`config.mk`:
```
export PLATFORM = sky130hd
export DESIGN_NAME = conv_ff_bank
export DESIGN_NICKNAME = d
export VERILOG_FILES = /design/src/rtl/conv_ff_bank.sv
export SDC_FILE = /design/constraint.sdc
export NUM_CORES = 1
export LEC_CHECK = 0
export CAP_MARGIN = 25
export CORE_UTILIZATION = 47
export CTS_CLUSTER_SIZE = 10
export DETAILED_ROUTE_END_ITERATION = 8
export PLACE_DENSITY = 0.87
export SLEW_MARGIN = 20
export SYNTH_ARGS = -nofsm -noshare
export SYNTH_HDL_FRONTEND = slang
export SYNTH_SLANG_ARGS = --single-unit
```
`constraint.sdc`:
```
create_clock -name clk -period 3.3 [get_ports clk]
set_input_delay 0.33 -clock clk [delete_from_list [all_inputs] [get_ports clk]]
set_output_delay 0.33 -clock clk [all_outputs]
set_load 0.02 [all_outputs]
```
`src/rtl/conv_ff_bank.sv`:
```
// conv_ff_bank: WIDTH-bit flip-flop bank with runtime D/T/SR/JK mode, SR-collision reporting; CONV_FF_BANK_ILLEGAL_CNT_EN adds a saturating illegal counter
module conv_ff_bank #(
  parameter int         WIDTH      = 8,
  parameter logic [1:0] RESET_MODE = 2'b00,
  parameter int         CNT_W      = 8
) (
  input  logic             clk,
  input  logic             rst,
  input  logic             en,
  input  logic [WIDTH-1:0] a,
  input  logic [WIDTH-1:0] b,
  input  logic             mode_we,
  input  logic [1:0]       mode_in,
  input  logic             err_clr,
  output logic [WIDTH-1:0] q,
  output logic [WIDTH-1:0] q_bar,
  output logic [1:0]       mode_q,
  output logic             illegal,
`ifdef CONV_FF_BANK_ILLEGAL_CNT_EN
  output logic [CNT_W-1:0] illegal_cnt,
`endif
  output logic             err_sticky
);
  logic [WIDTH-1:0] q_q, q_d, sr_nx, jk_nx;
  logic [1:0]       mode_d;
  logic             illegal_q, illegal_d, err_q, err_d, hit;
  // next state: SR 1/1 falls into the hold term, JK 1/1 toggles
  always_comb begin
    sr_nx     = (a & ~b) | (q_q & ~(a ^ b));
    jk_nx     = (a & ~q_q) | (~b & q_q);
    hit       = en && mode_q == 2'b10 && |(a & b);
    q_d       = !en ? q_q :
                mode_q == 2'b00 ? a :
                mode_q == 2'b01 ? q_q ^ a :
                mode_q == 2'b10 ? sr_nx : jk_nx;
    mode_d    = mode_we ? mode_in : mode_q;
    illegal_d = hit;
    err_d     = hit | (err_q & ~err_clr);
  end
  // state registers, asynchronously cleared
  always_ff @(posedge clk or posedge rst) begin
    if (rst) begin
      q_q       <= '0;
      mode_q    <= RESET_MODE;
      illegal_q <= 1'b0;
      err_q     <= 1'b0;
    end else begin
      q_q       <= q_d;
      mode_q    <= mode_d;
      illegal_q <= illegal_d;
      err_q     <= err_d;
    end
  end
`ifdef CONV_FF_BANK_ILLEGAL_CNT_EN
  logic [CNT_W-1:0] cnt_q, cnt_d;
  // count illegal cycles, sticking at all-ones
  always_comb cnt_d = (hit && !(&cnt_q)) ? cnt_q + 1'b1 : cnt_q;
  // counter register
  always_ff @(posedge clk or posedge rst) begin
    if (rst) cnt_q <= '0;
    else cnt_q <= cnt_d;
  end
  assign illegal_cnt = cnt_q;
`endif
  assign q          = q_q;
  assign q_bar      = ~q_q;
  assign illegal    = illegal_q;
  assign err_sticky = err_q;
endmodule

```
Yosys cells after proc, flatten, opt, wreduce, memory -nomap -nowiden
Index checks and enable logic that the tools add are counted.
- memories kept: 0
- bits in latches: 0
- flip-flop bits (word level): 12
- word-level logic and storage cells: 28
- RAM bits: 0
- output and inout port bits: 20
- memory bits (read-only): 0
- bits of input ports: 23
- divide/modulo/power cells: 0
- shift-type cells: 0
- $mul: 0
- bitwise operators: 15
- add/sub/neg operators: 0
- reductions and logical operators: 4
- equality and inequality tests: 2
- magnitude comparators: 0
- muxes and demuxes: 3
- operators by type and width (operator ; number):
    $and A8 B8 Y8 ; 5
    $mux W8 ; 3
    $not A8 Y8 ; 3
    $or A8 B8 Y8 ; 2
    $xor A8 B8 Y8 ; 2
    $reduce_or A8 Y1 ; 1
    $eq A2 B1 Y1 const B ; 1
    $eq A2 B2 Y1 const B ; 1
    $logic_and A1 B1 Y1 ; 2
    $logic_not A2 Y1 ; 1
    $and A1 B1 Y1 ; 1
    $not A1 Y1 ; 1
    $or A1 B1 Y1 ; 1

Logic depth before layout (Yosys ltp)
- depth after elaboration: 7
- gate-level depth with buffers: 6
- gate-level depth less buffers: 5

Least setup slack after synthesis
OpenSTA, ideal clock, no wires.
- path kind: register to register
- from: register mode_q[1]
- to: register q_q[3], in the netlist q[3]
- data required time: 3.179 ns
- setup slack: 1.876 ns
- buffers on the path: 1
- setup time: 0.121 ns
- period minus slack after synthesis: 1.424 ns
- stages on the path, launching flop included: 6
- data arrival time: 1.303 ns
- path through: dfrtp_1 buf_6 nor2b_4 a21oi_1 a221o_1 a22o_1
- word-level cells in the longest chain between the ends: 4
- elaborated cells between the ends (all ways): 6
- those cells by class: eq/ne (2); mux (3); reduce/logical (1)
- RTL lines (element ; line ; RTL):
    start, declared ; 17 ; output logic [1:0] mode_q,
    start signal, assigned ; 49 ; mode_q <= mode_d;
    $eq A2 B2 Y1 ; 35 ; mode_q == 2'b10 ? sr_nx : jk_nx;
    $mux W8 ; 35 ;
    $mux W8 ; 34 ; mode_q == 2'b01 ? q_q ^ a :
    $mux W8 * ; 33 ; mode_q == 2'b00 ? a :
    end signal, assigned ; 48 ; q_q <= q_d;
    end, declared ; 24 ; logic [WIDTH-1:0] q_q, q_d, sr_nx, jk_nx;
Every way passes the cells marked *; elsewhere a longest branch is shown, timed or not.
A chain may end at the register's enable or synchronous reset.

Worst setup path in the final report
- from: register mode_q[1]
- to: output mode_q[1]
No word-level cell between the ends.

==> impl_metrics.env <==
export IMPL_status="completed"
export IMPL_yosys_area_top_type="dfrtp_1"
export IMPL_critical_path_max_fanout=28
export IMPL_leakagePower_uw=0.000722
export IMPL_p_per_area_nw_per_um2=442
export IMPL_r2r_end="q[3]"
export IMPL_dieArea_um2=2610
export IMPL_cp_start_kind="flip-flop"
export IMPL_avgRoutedWirePerCell_um=14.6
export IMPL_overflow=0
export IMPL_ant_nets=0
export IMPL_drcViolationCount=0
export IMPL_ys_flop_type="dfrtp_1"
export IMPL_synthCells=125
export IMPL_hold_path_class="in -> async"
export IMPL_gp_congestion=0.790
export IMPL_areaGrowthSynthToFinish_pct=36.6
export IMPL_drt_iter0_markers=18
export IMPL_synthesis_area_um2=1130
export IMPL_drive_above_1_share_pct=8.59
export IMPL_maxCapViolCount=0
export IMPL_synth_avg_cell_area_um2=9.06
export IMPL_cts_resized=0
export IMPL_arrival_ns=2.06
export IMPL_r2r_cells=3
export IMPL_finalCritPeriodShare_pct=72.6
export IMPL_cp_buffers_inverters=1
export IMPL_ys_async_sr_fraction_pct=100
export IMPL_numCtsBuffers=3
export IMPL_peakVddDrop_mv=0.343
export IMPL_via_per_inst=5.64
export IMPL_setup_violations=0
export IMPL_drt_pass1_iter_count=4
export IMPL_h_tree_depth=1
export IMPL_setup_tns_ns=0
export IMPL_cts_tree="yes"
export IMPL_max_freq_mhz=418
export IMPL_ys_warn_count=0
export IMPL_path_delay_family="flip-flops"
export IMPL_synth_seq_area_share_pct=26.5
export IMPL_n_antenna_cell=0
export IMPL_r2r_slack_ns=1.43
export IMPL_antenna_found_initial=0
export IMPL_rsz0062_at_grt="no"
export IMPL_clock_latency_ns=0.28
export IMPL_hold_violations=0
export IMPL_synthTopCellsByArea="dfrtp_1 27%, ha_1 18%, inv_1 6.3%"
export IMPL_ys_types=29
export IMPL_crit_path_max_incr_delay_ns=1.02
export IMPL_port_buffer_count=42
export IMPL_finalPower_uw=683
export IMPL_die_height_um=51.1
export IMPL_r2r_start="mode_q[1]"
export IMPL_clock_root_buffer="clkbuf_4"
export IMPL_fin_skew_ns=0.00216
export IMPL_ys_ff_latch=12
export IMPL_first_global_vias=953
export IMPL_whs_ns=0.365
export IMPL_dp_hpwl_mm=2.07
export IMPL_path_cells="clkdlybuf4s50_1"
export IMPL_cts_buffer_depth=2
export IMPL_synthesis_nets=164
export IMPL_post_cts_repair_setup_buffers=0
export IMPL_cp_slowest_cell="dfrtp_1"
export IMPL_cts_sinks=12
export IMPL_nNetsFinal=204
export IMPL_critPathRequiredTime_ns=2.97
export IMPL_clkTransAtPathRegs_ns=0.08
export IMPL_grt_first_pass_wirelength_mm=4.31
export IMPL_cts_hold_buf=0
export IMPL_grt_max_degree=29
export IMPL_fp_dieW_um=51.1
export IMPL_drt_total_wl_mm=2.79
export IMPL_initial_core_util_pct=50.7
export IMPL_rows=17
export IMPL_vias=1077
export IMPL_worst_setup_path_end_kind="output pin"
export IMPL_synth_top_cells_by_count="19 x inv_1, 16 x ha_1, 13 x a21oi_1, 12 x dfrtp_1, 9 x nand2_1"
export IMPL_tightest_slew_ns=1.03
export IMPL_synth_edf_count=0
export IMPL_core_area_um2=2230
export IMPL_slew_headroom_pct=31.6
export IMPL_yosysMostFrequentCell="inv_1"
export IMPL_synth_top_area_share_pct=26.5
export IMPL_slew_viol_final=0
export IMPL_period_minus_slack_ns=2.39
export IMPL_num_io_pins=43
export IMPL_path_class="reg -> out"
export IMPL_track_usage_pct=22.3
cells in the final DEF (no fill, tap or decap), types with 2 or more instances in the layout:
cell type and count:
a21oi_1 13, clkdlybuf4s50_1 42, o22ai_1 4, ha_1 16, dfrtp_1 12, nor2b_2 2
a22o_1 5, a31oi_1 2, nor4_1 2, nand3_1 6, nor2b_4 2, inv_1 19
a221o_1 3, o211ai_1 2, o21ai_0 3, mux2_2 6, clkbuf_4 3, nand2_1 9
a211oi_1 3, mux2i_1 3
worst max-delay path by stage:
stage	depth (start not counted)	slack (ns)	startpoint	end
after floorplan	5	1.88	mode_q[1]	q[3]
after global placement	1	1.30	mode_q[1]	mode_q[1]
after detailed placement	1	1.24	mode_q[1]	mode_q[1]
after CTS	1	0.94	mode_q[1]	mode_q[1]
after global routing	1	0.84	mode_q[1]	mode_q[1]
final	1	0.91	mode_q[1]	mode_q[1]
where the power goes:
part / total, µW / switching (µW) / internal (µW)
clock: 93.9 / 51.5 / 42.3
combinational: 361 / 172 / 189
sequential: 228 / 50.4 / 178
kinds of logic after synthesis:
kind of cell	count (synthesis)	share of synthesized area, %
simple gates	23	12.0
fa+ha+maj	16	17.7
compound gates	38	22.4
xor+xnor	1	0.774
buf+inv	26	11.9
mux	9	8.62
flops	12	26.5
final cells by class:
cell class	count	area (µm²)
clock buffers	3	22.5
fillers	169	687
inverters	19	71.3
multi-input cells	87	697
flip-flops and latches	12	300
well taps	28	35.0
repair buffers	42	420
stage by stage:
stage	instances	instance area, µm²	util (%)	worst slack (ns)
3_3_place_gp	188	1520	68.2	1.30
4_1_cts	191	1550	69.2	0.936
3_5_place_dp	188	1520	68.2	1.24
6_report	191	1550	69.2	0.906
5_1_grt	191	1550	69.2	0.835
2_1_floorplan	125	1130	-	1.88
metal layers:
metal | part of all wire, % | wire (µm) | vias up | global-route usage [%]
met1 | 43 | 1200 | 519 | 27.5
met3 | 4.6 | 129 | 5 | 4.46
li1 | - | - | 519 | -
met5 | 0 | 0 | - | 0
met4 | 0.90 | 25 | 0 | 6.48
met2 | 51 | 1440 | 34 | 38.8
sequential cells by signal, indices dropped and copies added (netlist names):
signal	cells
err_sticky	1
illegal	1
mode_q	2
q	8
No activity file was read; power rests on OpenSTA's default activity.
==> RTL edit: new RTL, same flow settings <==
`WIDTH`: 8 -> 10.
--- a/src/rtl/conv_ff_bank.sv
+++ b/src/rtl/conv_ff_bank.sv
@@ -1,5 +1,5 @@
 // conv_ff_bank: WIDTH-bit flip-flop bank with runtime D/T/SR/JK mode, SR-collision reporting; CONV_FF_BANK_ILLEGAL_CNT_EN adds a saturating illegal counter
 module conv_ff_bank #(
-  parameter int         WIDTH      = 8,
+  parameter int         WIDTH      = 10,
   parameter logic [1:0] RESET_MODE = 2'b00,
   parameter int         CNT_W      = 8
Interface: changed (resized a, b, q and q_bar); port bits go from 43 to 51. No check against the original RTL was run, so the function may have changed too.
==> RTL edit against the original RTL <==
Cell area is 20% higher. Die area grew 17%. Total power increased by 15%. Synthesized cell count is 26% higher. Sequential cell count is 2 higher. Routed wire length grew 23%. Setup slack gained 300 ps. Global-route usage is essentially flat. Area after synthesis rose by 18%. First-iteration DRC count is 94% higher. Critical path type unchanged.
==> RTL edit: results (changes against the original RTL) <==
stage,metric,value,unit,change
setup_path,path_max_fanout,18,,-36%
placement,port_buffers,50,,+19%
placement,hpwl,2570,µm,+24%
pwr,irDropWorstVdd,334,µV,-2.8%
yosys,yosys-top-cells-count,"inv_1, ha_1, a21oi_1, dfrtp_1, nor2_1",,
status,outcome,"finished, final reports clean",,
sta,max_freq,0.477,GHz,+14%
pwr,leakage,0.875,nW,+21%
setup_path,arrival,1770,ps,-290 ps
global_routing,grt_usage,22.3,%,-0.036 points
yosys,yosys-mux-area-fraction,6.20,%,-2.4 points
setup_path,slowest_delay,760,ps,-260 ps
yosys,synth_fa_ha_area_share,18.8,%,+1.1 points
routing,wl_met2,1720,µm,+20%
global_routing,grt_pass1_vias,1340,,+41%
yosys,syn_nets,205,,+25%
yosys,ys_seq_area_share,26.3,%,-0.23 points
setup_path,r2r-start,mode_q[0],,
yosys,synth_cell_types,32,,+10%
pwr,p_sw,0.000314,W,+14%
finish,largest_reg_flops,10,,+2
sta,skew,6.28,ps,+4.12 ps
routing,via_per_inst,5.70,,+1.0%
global_routing,grt_start_max_net_pins,22,,-24%
finish,final_nets,253,,+24%
routing,drtIter0Drc,35,,+17
yosys,synth-xor-area-share,4.60,%,+3.8 points
sta,maxSlewHeadroom,48.9,%,+17 points
setup_path,reg2reg_to,q[0],,
setup_path,reg2reg_depth,4,,+1
==> RTL edit: cells by family after synthesis <==
group,count (synthesis)
AOI/OAI and AO/OA,47
adders and majority gates,20
buffers and inverters,29
xor gates and xnor gates,7
and+or+nand+nor,33
muxes,8
DFF,14
==> RTL edit: layout make-up <==
cell class | instances | area (µm²)
Clock buffer | 4 | 36.3
Fill cell | 223 | 707
Inverter | 22 | 82.6
Multi-Input combinational cell | 115 | 853
Sequential cell | 14 | 350
Tap cell | 30 | 37.5
Timing Repair Buffer | 50 | 500
==> RTL edit: worst min path at each step <==
stage                     startpoint  depth (start not counted)    endpoint
final                            rst                          2        q[4]
after detailed placement  err_sticky                          1  err_sticky
after floorplan                  rst                          1  err_sticky
after global placement    err_sticky                          1  err_sticky
after global routing             rst                          2        q[9]
after CTS                        rst                          2        q[6]
==> RTL edit: power by group through the flow <==
stage / Clock, W / Sequential, W / Combinational, W
after global placement: 0 / 0.000251 / 0.000391
after detailed placement: 0 / 0.000255 / 0.000404
after floorplan: 0 / 0.000274 / 0.000200
final: 0.000127 / 0.000253 / 0.000405
after global routing: 0.000136 / 0.000258 / 0.000433
after CTS: 0.000128 / 0.000252 / 0.000406
==> RTL edit: per-stage QoR <==
stage / power (W) / area [µm²] / hold slack, ps / util [%] / instances
floorplan: 0.000474 / 1330 / 219 / - / 158
global placement: 0.000641 / 1820 / 460 / 71.1 / 231
detailed placement: 0.000659 / 1820 / 474 / 71.1 / 231
CTS: 0.000785 / 1860 / 414 / 72.5 / 235
global route: 0.000827 / 1860 / 450 / 72.5 / 235
finish: 0.000785 / 1860 / 391 / 72.5 / 235
==> RTL edit: metal layers <==
metal	track usage, %	vias up
met5	0	-
met4	6.79	0
met3	4.45	9
met2	43.9	57
met1	23.2	632
li1	-	641
